File: src/rtl/ccx4_pkg.sv
// Shared types and constants for the CCX4 custom-instruction responder.
// The bit-reverse helper is kept here so the ALU stays a flat case statement.
package ccx4_pkg;

  localparam int CCX4_NIBBLES = 8;
  localparam int CCX4_W       = 32;

  typedef enum logic [1:0] {
    ADD  = 2'b00,
    XOR  = 2'b01,
    MINU = 2'b10,
    BREV = 2'b11
  } ccx4_sel_e;

  typedef enum logic [2:0] {
    IDLE,
    RECV,
    CALC,
    WAIT,
    SEND
  } ccx4_state_e;

  function automatic logic [CCX4_W-1:0] bit_reverse(input logic [CCX4_W-1:0] v);
    logic [CCX4_W-1:0] r;
    for (int i = 0; i < CCX4_W; i++) begin
      r[i] = v[CCX4_W-1-i];
    end
    return r;
  endfunction

endpackage

File: src/rtl/ccx4_alu.sv
// Combinational CCX4 function unit: add, xor, unsigned min, bit-reverse of A.
// All arithmetic wraps at 32 bits.
module ccx4_alu
  import ccx4_pkg::*;
(
  input  logic [1:0]        sel,
  input  logic [CCX4_W-1:0] a,
  input  logic [CCX4_W-1:0] b,
  output logic [CCX4_W-1:0] result
);

  always_comb begin
    result = '0;
    case (ccx4_sel_e'(sel))
      ADD:     result = a + b;
      XOR:     result = a ^ b;
      MINU:    result = (a < b) ? a : b;
      BREV:    result = bit_reverse(a);
      default: result = '0;
    endcase
  end

endmodule

File: src/rtl/ccx4_responder.sv
// Off-chip end of the CCX4 link: deserializes two operands nibble by nibble,
// computes the selected function and serializes the result back with a strobe.
module ccx4_responder
  import ccx4_pkg::*;
#(
  parameter int LATENCY = 0
) (
  input  logic       clk_i,
  input  logic       rst_i,
  input  logic       ccx4_req_i,
  input  logic [1:0] ccx4_sel_i,
  input  logic [3:0] ccx4_rs_a_i,
  input  logic [3:0] ccx4_rs_b_i,
  output logic       ccx4_resp_o,
  output logic [3:0] ccx4_res_o
);

  localparam int                CNT_W     = $clog2(CCX4_NIBBLES);
  localparam logic [CNT_W-1:0]  LAST_NIB  = CNT_W'(CCX4_NIBBLES - 1);
  localparam logic [3:0]        WAIT_LOAD = 4'(LATENCY - 1);

  ccx4_state_e       state_q, state_d;
  logic [CNT_W-1:0]  cnt_q, cnt_d;
  logic [3:0]        wait_q, wait_d;
  ccx4_sel_e         sel_q;
  logic [CCX4_W-1:0] a_q, b_q;
  logic [CCX4_W-1:0] res_sr_q;
  logic [CCX4_W-1:0] alu_res;
  logic [CCX4_W-1:0] nib_src;
  logic              load_nib;
  logic              resp_q;
  logic [3:0]        res_q;

  ccx4_alu u_alu (
    .sel    (sel_q),
    .a      (a_q),
    .b      (b_q),
    .result (alu_res)
  );

  always_comb begin
    // NOTE: every output of this block gets a default first, so no path leaves it unassigned (no latch).
    state_d = state_q;
    cnt_d   = cnt_q;
    wait_d  = wait_q;
    case (state_q)
      IDLE: begin
        if (ccx4_req_i) begin
          state_d = RECV;
          cnt_d   = CNT_W'(1);
        end
      end
      RECV: begin
        if (!ccx4_req_i) begin
          state_d = IDLE;
          cnt_d   = '0;
        end else if (cnt_q == LAST_NIB) begin
          state_d = CALC;
          cnt_d   = '0;
        end else begin
          cnt_d = cnt_q + CNT_W'(1);
        end
      end
      CALC: begin
        if (LATENCY == 0) begin
          state_d = SEND;
        end else begin
          state_d = WAIT;
          wait_d  = WAIT_LOAD;
        end
      end
      WAIT: begin
        if (wait_q == '0) state_d = SEND;
        else              wait_d  = wait_q - 4'd1;
      end
      SEND: begin
        if (cnt_q == LAST_NIB) begin
          state_d = IDLE;
          cnt_d   = '0;
        end else begin
          cnt_d = cnt_q + CNT_W'(1);
        end
      end
      default: begin
        state_d = IDLE;
        cnt_d   = '0;
        wait_d  = '0;
      end
    endcase
  end

  // Output flops are loaded one cycle ahead of SEND so the strobe itself is registered.
  assign load_nib = (state_d == SEND);
  assign nib_src  = (state_q == CALC) ? alu_res : res_sr_q;

  // NOTE: sequential state uses non-blocking assignments only; the async reset clears every register, operands included.
  always_ff @(posedge clk_i or posedge rst_i) begin
    if (rst_i) begin
      state_q  <= IDLE;
      cnt_q    <= '0;
      wait_q   <= '0;
      sel_q    <= ADD;
      a_q      <= '0;
      b_q      <= '0;
      res_sr_q <= '0;
      resp_q   <= 1'b0;
      res_q    <= '0;
    end else begin
      state_q <= state_d;
      cnt_q   <= cnt_d;
      wait_q  <= wait_d;

      if (state_q == IDLE && ccx4_req_i) begin
        a_q   <= CCX4_W'(ccx4_rs_a_i);
        b_q   <= CCX4_W'(ccx4_rs_b_i);
        sel_q <= ccx4_sel_e'(ccx4_sel_i);
      end else if (state_q == RECV) begin
        if (ccx4_req_i) begin
          a_q[{cnt_q, 2'b00} +: 4] <= ccx4_rs_a_i;
          b_q[{cnt_q, 2'b00} +: 4] <= ccx4_rs_b_i;
        end else begin
          a_q   <= '0;
          b_q   <= '0;
          sel_q <= ADD;
        end
      end

      if (load_nib) begin
        resp_q   <= 1'b1;
        res_q    <= nib_src[3:0];
        res_sr_q <= nib_src >> 4;
      end else begin
        resp_q <= 1'b0;
        res_q  <= '0;
        if (state_q == CALC) res_sr_q <= alu_res;
      end
    end
  end

  assign ccx4_resp_o = resp_q;
  assign ccx4_res_o  = res_q;

endmodule

File: config.mk
export PLATFORM = sky130hd
export DESIGN_NAME = ccx4_responder
export DESIGN_NICKNAME = d
export VERILOG_FILES = /design/src/rtl/ccx4_pkg.sv /design/src/rtl/ccx4_alu.sv /design/src/rtl/ccx4_responder.sv
export SDC_FILE = /design/constraint.sdc
export NUM_CORES = 1
export LEC_CHECK = 0
export BUFFER_PORTS_ARGS = -buffer_cell sky130_fd_sc_hd__buf_2
export CORE_ASPECT_RATIO = 1.25
export CORE_MARGIN = 2
export CORE_UTILIZATION = 25
export DETAILED_ROUTE_END_ITERATION = 8
export GPL_ROUTABILITY_DRIVEN = 0
export PLACE_DENSITY = 0.52
export SLEW_MARGIN = 10
export SYNTH_ARGS = -nofsm -noshare
export SYNTH_HDL_FRONTEND = slang
export SYNTH_SLANG_ARGS = --single-unit
File: constraint.sdc
create_clock -name clk_i -period 3.9 [get_ports clk_i]
set_input_delay 1.17 -clock clk_i [delete_from_list [all_inputs] [get_ports clk_i]]
set_output_delay 1.17 -clock clk_i [all_outputs]
set_load 0.01 [all_outputs]
==> flow_metrics.tcl, run 1 <==
set metrics [dict create \
    clkSlewWorstSetupHoldPaths_ns 0.06 \
    endpoint_kind "register" \
    pre_cts_slack_ns 0.2289 \
    cp_num_buf_inv 0 \
    start_kind "register" \
    ys_warn_count 0 \
    critPathMaxStageDelay_ns 0.58 \
    setup_viol 0 \
    yosysTopAreaCell "dfrtp_1" \
    switching_share 0.2841 \
    synth_edf_count 0 \
    cts_sinks 113 \
    fp.dieArea_sq_um 34760 \
    clk_latency_ns 0.42 \
    drv_cap 0 \
    cts_resized 0 \
    ys_ff_latch 113 \
    seq_power_share 0.357 \
    power_density_nw_per_um2 372.1 \
    max-clock-path-buffers 2 \
    avgSynthCellArea_sq_um 8.702 \
    dr.pass1.iters 7 \
    synth_nets 1042 \
    core_sq_um 32780 \
    status "finished with violations" \
    numCtsBuffers 17 \
    pin_count 18 \
    grt_pass1_wl_microns 43090 \
    synth_top_area_share 0.3399 \
    cts_tree "yes" \
    grt.total_usage 0.1616 \
    diodes 0 \
    fin_tns_setup_ns 0 \
    p_leak_nw 4.322 \
    placed_area_sq_um 8881 \
    final_nets 1041 \
    synthTopCellsByArea "dfrtp_1, ha_1, a22o_1, mux2i_1, a21oi_1" \
    async_flop_share 1.000 \
    failed_checks "design-rule violations" \
    path_delay_family "compound AO/OA/AOI/OAI gates" \
    cts_htree_levels 4 \
    yosysMostFrequentCell "dfrtp_1" \
    routed_wl_microns 27790 \
    final_layout_size_suffix_gt1_frac 0.09711 \
    start_util 0.2538 \
    stdcell_area_sq_um 9529 \
    synthesis.instances 956 \
    path_cells "ha_1 > or4_4 > nor2_1 > a21boi_2 > o21ai_2 > a311oi_2 > a21oi_1 > o41a_1 > mux2i_1 > a211oi_1 > o32ai_2" \
    cp_data_arrival_time_ns 3.98 \
    fmax_ghz 0.2708 \
    drv_slew 0 \
    cts-hold-fix-buffers 0 \
    cts_root_buf "clkbuf_16" \
    cp_slowest_cell "or4_4" \
    p_clk_frac 0.484 \
    switchingPower_mw 1.007 \
    overflow 0 \
    dp_hpwl_microns 20110 \
    p_int_mw 2.538 \
    post_drt_wl_per_cell_microns 20.05 \
    synthFlopType "dfrtp_1" \
    syn_area_sq_um 8319 \
    setup_ws_ns 0.2076 \
    dr.first_iter.drc_count 529 \
    dieWidth_microns 167.2 \
    peakVddDrop_v 0.0002170 \
    vias_per_cell 5.302 \
    crit_required_ns 4.19 \
    io_buffer_count 17 \
    path_max_fanout 7 \
    grt_pass1_vias 7281 \
    tightestPinTransition_ns 0.9763 \
    synth_seq_area_share 0.3399 \
    num_rows 74 \
    path_class "reg -> reg" \
    min_path_type "reg -> reg" \
    rsz0062_at_grt "false" \
    ant_nets 0 \
    grt_max_degree 60 \
    fillCellCount 3482 \
    cts_setup_buffers 0 \
    synthTopCellsByCount "dfrtp_1, nor2_1, a21oi_1" \
    area_growth_syn_to_layout_pct 14.54 \
    antenna_found_initial 0 \
    vias 7348 \
    drc 1 \
    hold_viol_final 0 \
    slew_headroom 0.3467 \
    finalCritPeriodShare 0.9468 \
    p_comb_frac 0.158 \
    clock_skew_ns 0.009802 \
    ys_types 70 \
    period_needed_ns 3.692 \
    die_y_microns 208.0 \
]
routing by layer:
metal / vias up / GRT usage / share of wire / routed length (microns)
met5: - / 0 / 0 / 0
li1: 3483 / - / - / -
met4: 0 / 0.08186 / 0.046 / 1286
met3: 55 / 0.02321 / 0.047 / 1311
met1: 3565 / 0.1982 / 0.42 / 11620
met2: 245 / 0.2760 / 0.49 / 13570
power by group through the flow:
stage	Sequential, mW	Combinational, mW	Clock, mW
floorplan	1.26	0.398	0
global placement	1.29	0.558	0
detailed placement	1.29	0.557	0
CTS	1.27	0.559	1.74
global route	1.27	0.605	1.80
finish	1.27	0.562	1.72
area by class of cell:
cell class | count | area, sq um | area share
timing repair buffer | 37 | 260.3 | 0.02731
inverter | 67 | 255.2 | 0.02679
clock buffer | 20 | 466.7 | 0.04898
tap | 418 | 523.0 | 0.05488
multi-input combinational | 719 | 5014 | 0.5261
clock inverter | 12 | 181.4 | 0.01904
sequential | 113 | 2829 | 0.2969
cells by family (layout without fill, tap and decap cells):
| logic type | after synthesis | after routing | synth area share |
|---|---|---|---|
| and+or+nand+nor | 257 | 257 | 0.1454 |
| AOI/OAI and AO/OA | 323 | 323 | 0.2661 |
| buffers and inverters | 124 | 136 | 0.05896 |
| muxes | 44 | 44 | 0.05489 |
| xor gates and xnor gates | 22 | 22 | 0.02406 |
| adders and majority gates | 73 | 73 | 0.1107 |
| DFF | 113 | 113 | 0.3399 |
state kept, by name, indices dropped and copies added, names as in the netlist:
signal	cells
wait_q	4
ccx4_resp_o	1
state_q	3
a_q	32
cnt_q	3
sel_q	2
res_sr_q	32
ccx4_res_o	4
b_q	32
cell usage in the layout, fill, tap and decap left out, types with 8 or more instances in the layout:
cell type  count
nand4_1        9
xnor2_1       16
a31oi_1       11
nor2_1        79
buf_4         18
o21ai_0       73
nor2b_1       12
clkbuf_16     17
a211oi_1       8
buf_2         17
inv_1         64
a22o_1        71
a21oi_1       74
dfrtp_1      112
nand2_1       62
nor3_1        39
o31ai_1       11
mux2i_1       40
ha_1          72
nand3_1       13
a21o_1        15
worst paths after layout:
check                      slack, ns  startpoint           end  depth (start not counted)
max                             0.21     a_q[10]  res_sr_q[21]                         11
min                             0.48   wait_q[3]     wait_q[3]                          1
max reg2reg                     0.21     a_q[10]  res_sr_q[21]                         11
min reg2reg                     0.48   wait_q[3]     wait_q[3]                          1
max in group asynchronous       2.41       rst_i      sel_q[0]                          3
min in group asynchronous       0.78       rst_i   res_sr_q[7]                          2
metrics by stage:
stage	instances	total power, mW	util	hold slack [ns]
6_report	1386	3.546	0.2907	0.4837
3_3_place_gp	1354	1.844	0.2710	0.4697
3_5_place_dp	1354	1.844	0.2710	0.4669
2_1_floorplan	956	1.658	-	0.4453
5_1_grt	1386	3.676	0.2907	0.5138
4_1_cts	1386	3.571	0.2907	0.4826
No activity file was read; power rests on OpenSTA's default activity.
==> run 2: changes to the inputs <==
- PLACE_DENSITY: 0.52 -> not set
- PLACE_DENSITY_LB_ADDON: not set -> 0.2
==> run 2 against run 1 <==
Compared with the run above:
- the run still ends with design-rule violations left
- total power up 0.89%
- combinational power up 3.9%
- via count down 0.39%
- register-to-register slack better by 0.02 ns
- global-route usage up 1.3 points
- first-iteration DRC count down 17%
- clock skew up 0.0029 ns
- maximum frequency up 0.58%
- highest routed layer unchanged
==> flow_metrics.tcl, run 2 (synthesis gave the netlist of run 1 again) <==
set metrics [dict create \
    post_drt_wl_per_cell_microns 21.29 \
    area_growth_syn_to_layout_pct 14.93 \
    routed_wl_microns 29600 \
    stdcell_area_sq_um 9562 \
    grt.total_usage 0.1743 \
    vias 7319 \
    cts_root_buf "clkbuf_16" \
    vias_per_cell 5.265 \
    drv_slew 0 \
    grt_pass1_wl_microns 45800 \
    num_rows 74 \
    core_sq_um 32780 \
    setup_viol 0 \
    setup_ws_ns 0.2290 \
    fillCellCount 3518 \
    final_layout_size_suffix_gt1_frac 0.1008 \
    p_comb_frac 0.163 \
    p_leak_nw 4.342 \
    min_path_type "reg -> reg" \
    antenna_found_initial 0 \
    status "finished with violations" \
    final_nets 1045 \
    final_common_cell "dfrtp_1" \
    io_buffer_count 17 \
    placed_area_sq_um 8924 \
    peakVddDrop_v 0.0003447 \
    p_clk_frac 0.485 \
    final_cell_mix "dfrtp_1, nor2_1, a21oi_1, o21ai_0, ha_1" \
    top_usage_layer "met2" \
    ant_nets 0 \
    clk_latency_ns 0.45 \
    fp.dieArea_sq_um 34760 \
    endpoint_kind "register" \
    cts_sinks 113 \
    cp_data_arrival_time_ns 3.98 \
    r2r_cells 12 \
    grt_use_met2 0.3061 \
    fin_tns_setup_ns 0 \
    clock_skew_ns 0.01266 \
    overflow 0 \
    start_util 0.2538 \
    dr.first_iter.drc_count 440 \
    path_class "reg -> reg" \
    pin_count 18 \
    hold_ws_ns 0.4785 \
    slew_headroom 0.4158 \
    hold_viol_final 0 \
    cts_tree "yes" \
    switchingPower_mw 1.051 \
    dp_hpwl_microns 21790 \
    grt_max_degree 73 \
    numCtsBuffers 17 \
    tightestPinTransition_ns 0.8704 \
    crit_required_ns 4.21 \
    path_max_fanout 16 \
    diodes 0 \
    clkSlewWorstSetupHoldPaths_ns 0.06 \
    drv_cap 0 \
    cts_htree_levels 4 \
    dieWidth_microns 167.2 \
    grt_use_met3 0.02834 \
    use_met1 0.2113 \
    failed_checks "design-rule violations" \
    final-seq-area_sq_um 2829 \
    period_needed_ns 3.671 \
    grt_pass1_vias 7337 \
    p_int_mw 2.526 \
    start_kind "register" \
    multi_input_area_sq_um 5014 \
    switching_share 0.2938 \
    die_y_microns 208.0 \
    whs_path_depth 2 \
    seq_power_share 0.352 \
    fmax_ghz 0.2724 \
    drc 1 \
    cts-hold-fix-buffers 0 \
    finalCritPeriodShare 0.9413 \
    cts_resized 0 \
    dr.pass1.iters 7 \
    max-clock-path-buffers 2 \
    power_density_nw_per_um2 374.1 \
    cts_setup_buffers 0 \
    reg_top3 "a_q x32, b_q x32, res_sr_q x32" \
    rsz0062_at_grt "false" \
    pre_cts_slack_ns 0.2741 \
]
[run 2: cell types whose count changed in the layout (fill, tap and decap cells not counted)]
cell        previous run  this run
buf_12                 2         3
clkinv_2               1         2
buf_4                 18        21
clkinvlp_4             5         6
clkbuf_8               3         2
clkinv_4               3         2
[run 2: routing by layer]
| metal | wire length (microns) | vias to the layer above |
|---|---|---|
| met3 | 899 | 46 |
| met4 | 899 | 0 |
| met2 | 15020 | 169 |
| met1 | 12780 | 3612 |
| li1 | - | 3492 |
| met5 | 0 | - |
[run 2: critical path: stages (launching register included)]
cell	delay [ns]
dfrtp_1	0.43
ha_1	0.43
nand4_1	0.25
nor3_1	0.12
a221o_1	0.34
nor3_1	0.29
o2111ai_1	0.21
nand2_2	0.31
buf_12	0.23
mux2i_1	0.25
o21ai_0	0.10
a221oi_1	0.44
mux2i_1	0.13
[run 2: final cells by class]
| class | count | area share |
|---|---|---|
| clock buffers | 19 | 0.04737 |
| clock inverters | 13 | 0.01937 |
| inverters | 67 | 0.02669 |
| multi-input cells | 719 | 0.5243 |
| flip-flops and latches | 113 | 0.2959 |
| well taps | 418 | 0.05470 |
| repair buffers | 41 | 0.03167 |
[run 2: power by group through the flow]
stage	clock (mW)	sequential [mW]	combinational [mW]
6_report	1.73	1.26	0.584
5_1_grt	1.81	1.27	0.632
4_1_cts	1.76	1.26	0.588
3_5_place_dp	0	1.28	0.585
3_3_place_gp	0	1.28	0.590
2_1_floorplan	0	1.26	0.398
[run 2: worst paths after layout]
| check | slack [ns] | start | to |
|---|---|---|---|
| max in group asynchronous | 2.13 | rst_i | b_q[27] |
| min in group asynchronous | 0.89 | rst_i | a_q[13] |
| setup reg to reg | 0.23 | a_q[28] | res_sr_q[20] |
| hold / removal | 0.48 | res_sr_q[5] | res_sr_q[5] |
| hold reg to reg | 0.48 | res_sr_q[5] | res_sr_q[5] |
| setup / recovery | 0.23 | a_q[28] | res_sr_q[20] |
[run 2: stage by stage]
stage / power (mW) / util / std cells
2_1_floorplan: 1.658 / - / 956
5_1_grt: 3.704 / 0.2917 / 1390
3_3_place_gp: 1.869 / 0.2723 / 1358
4_1_cts: 3.606 / 0.2917 / 1390
3_5_place_dp: 1.865 / 0.2723 / 1358
6_report: 3.577 / 0.2917 / 1390
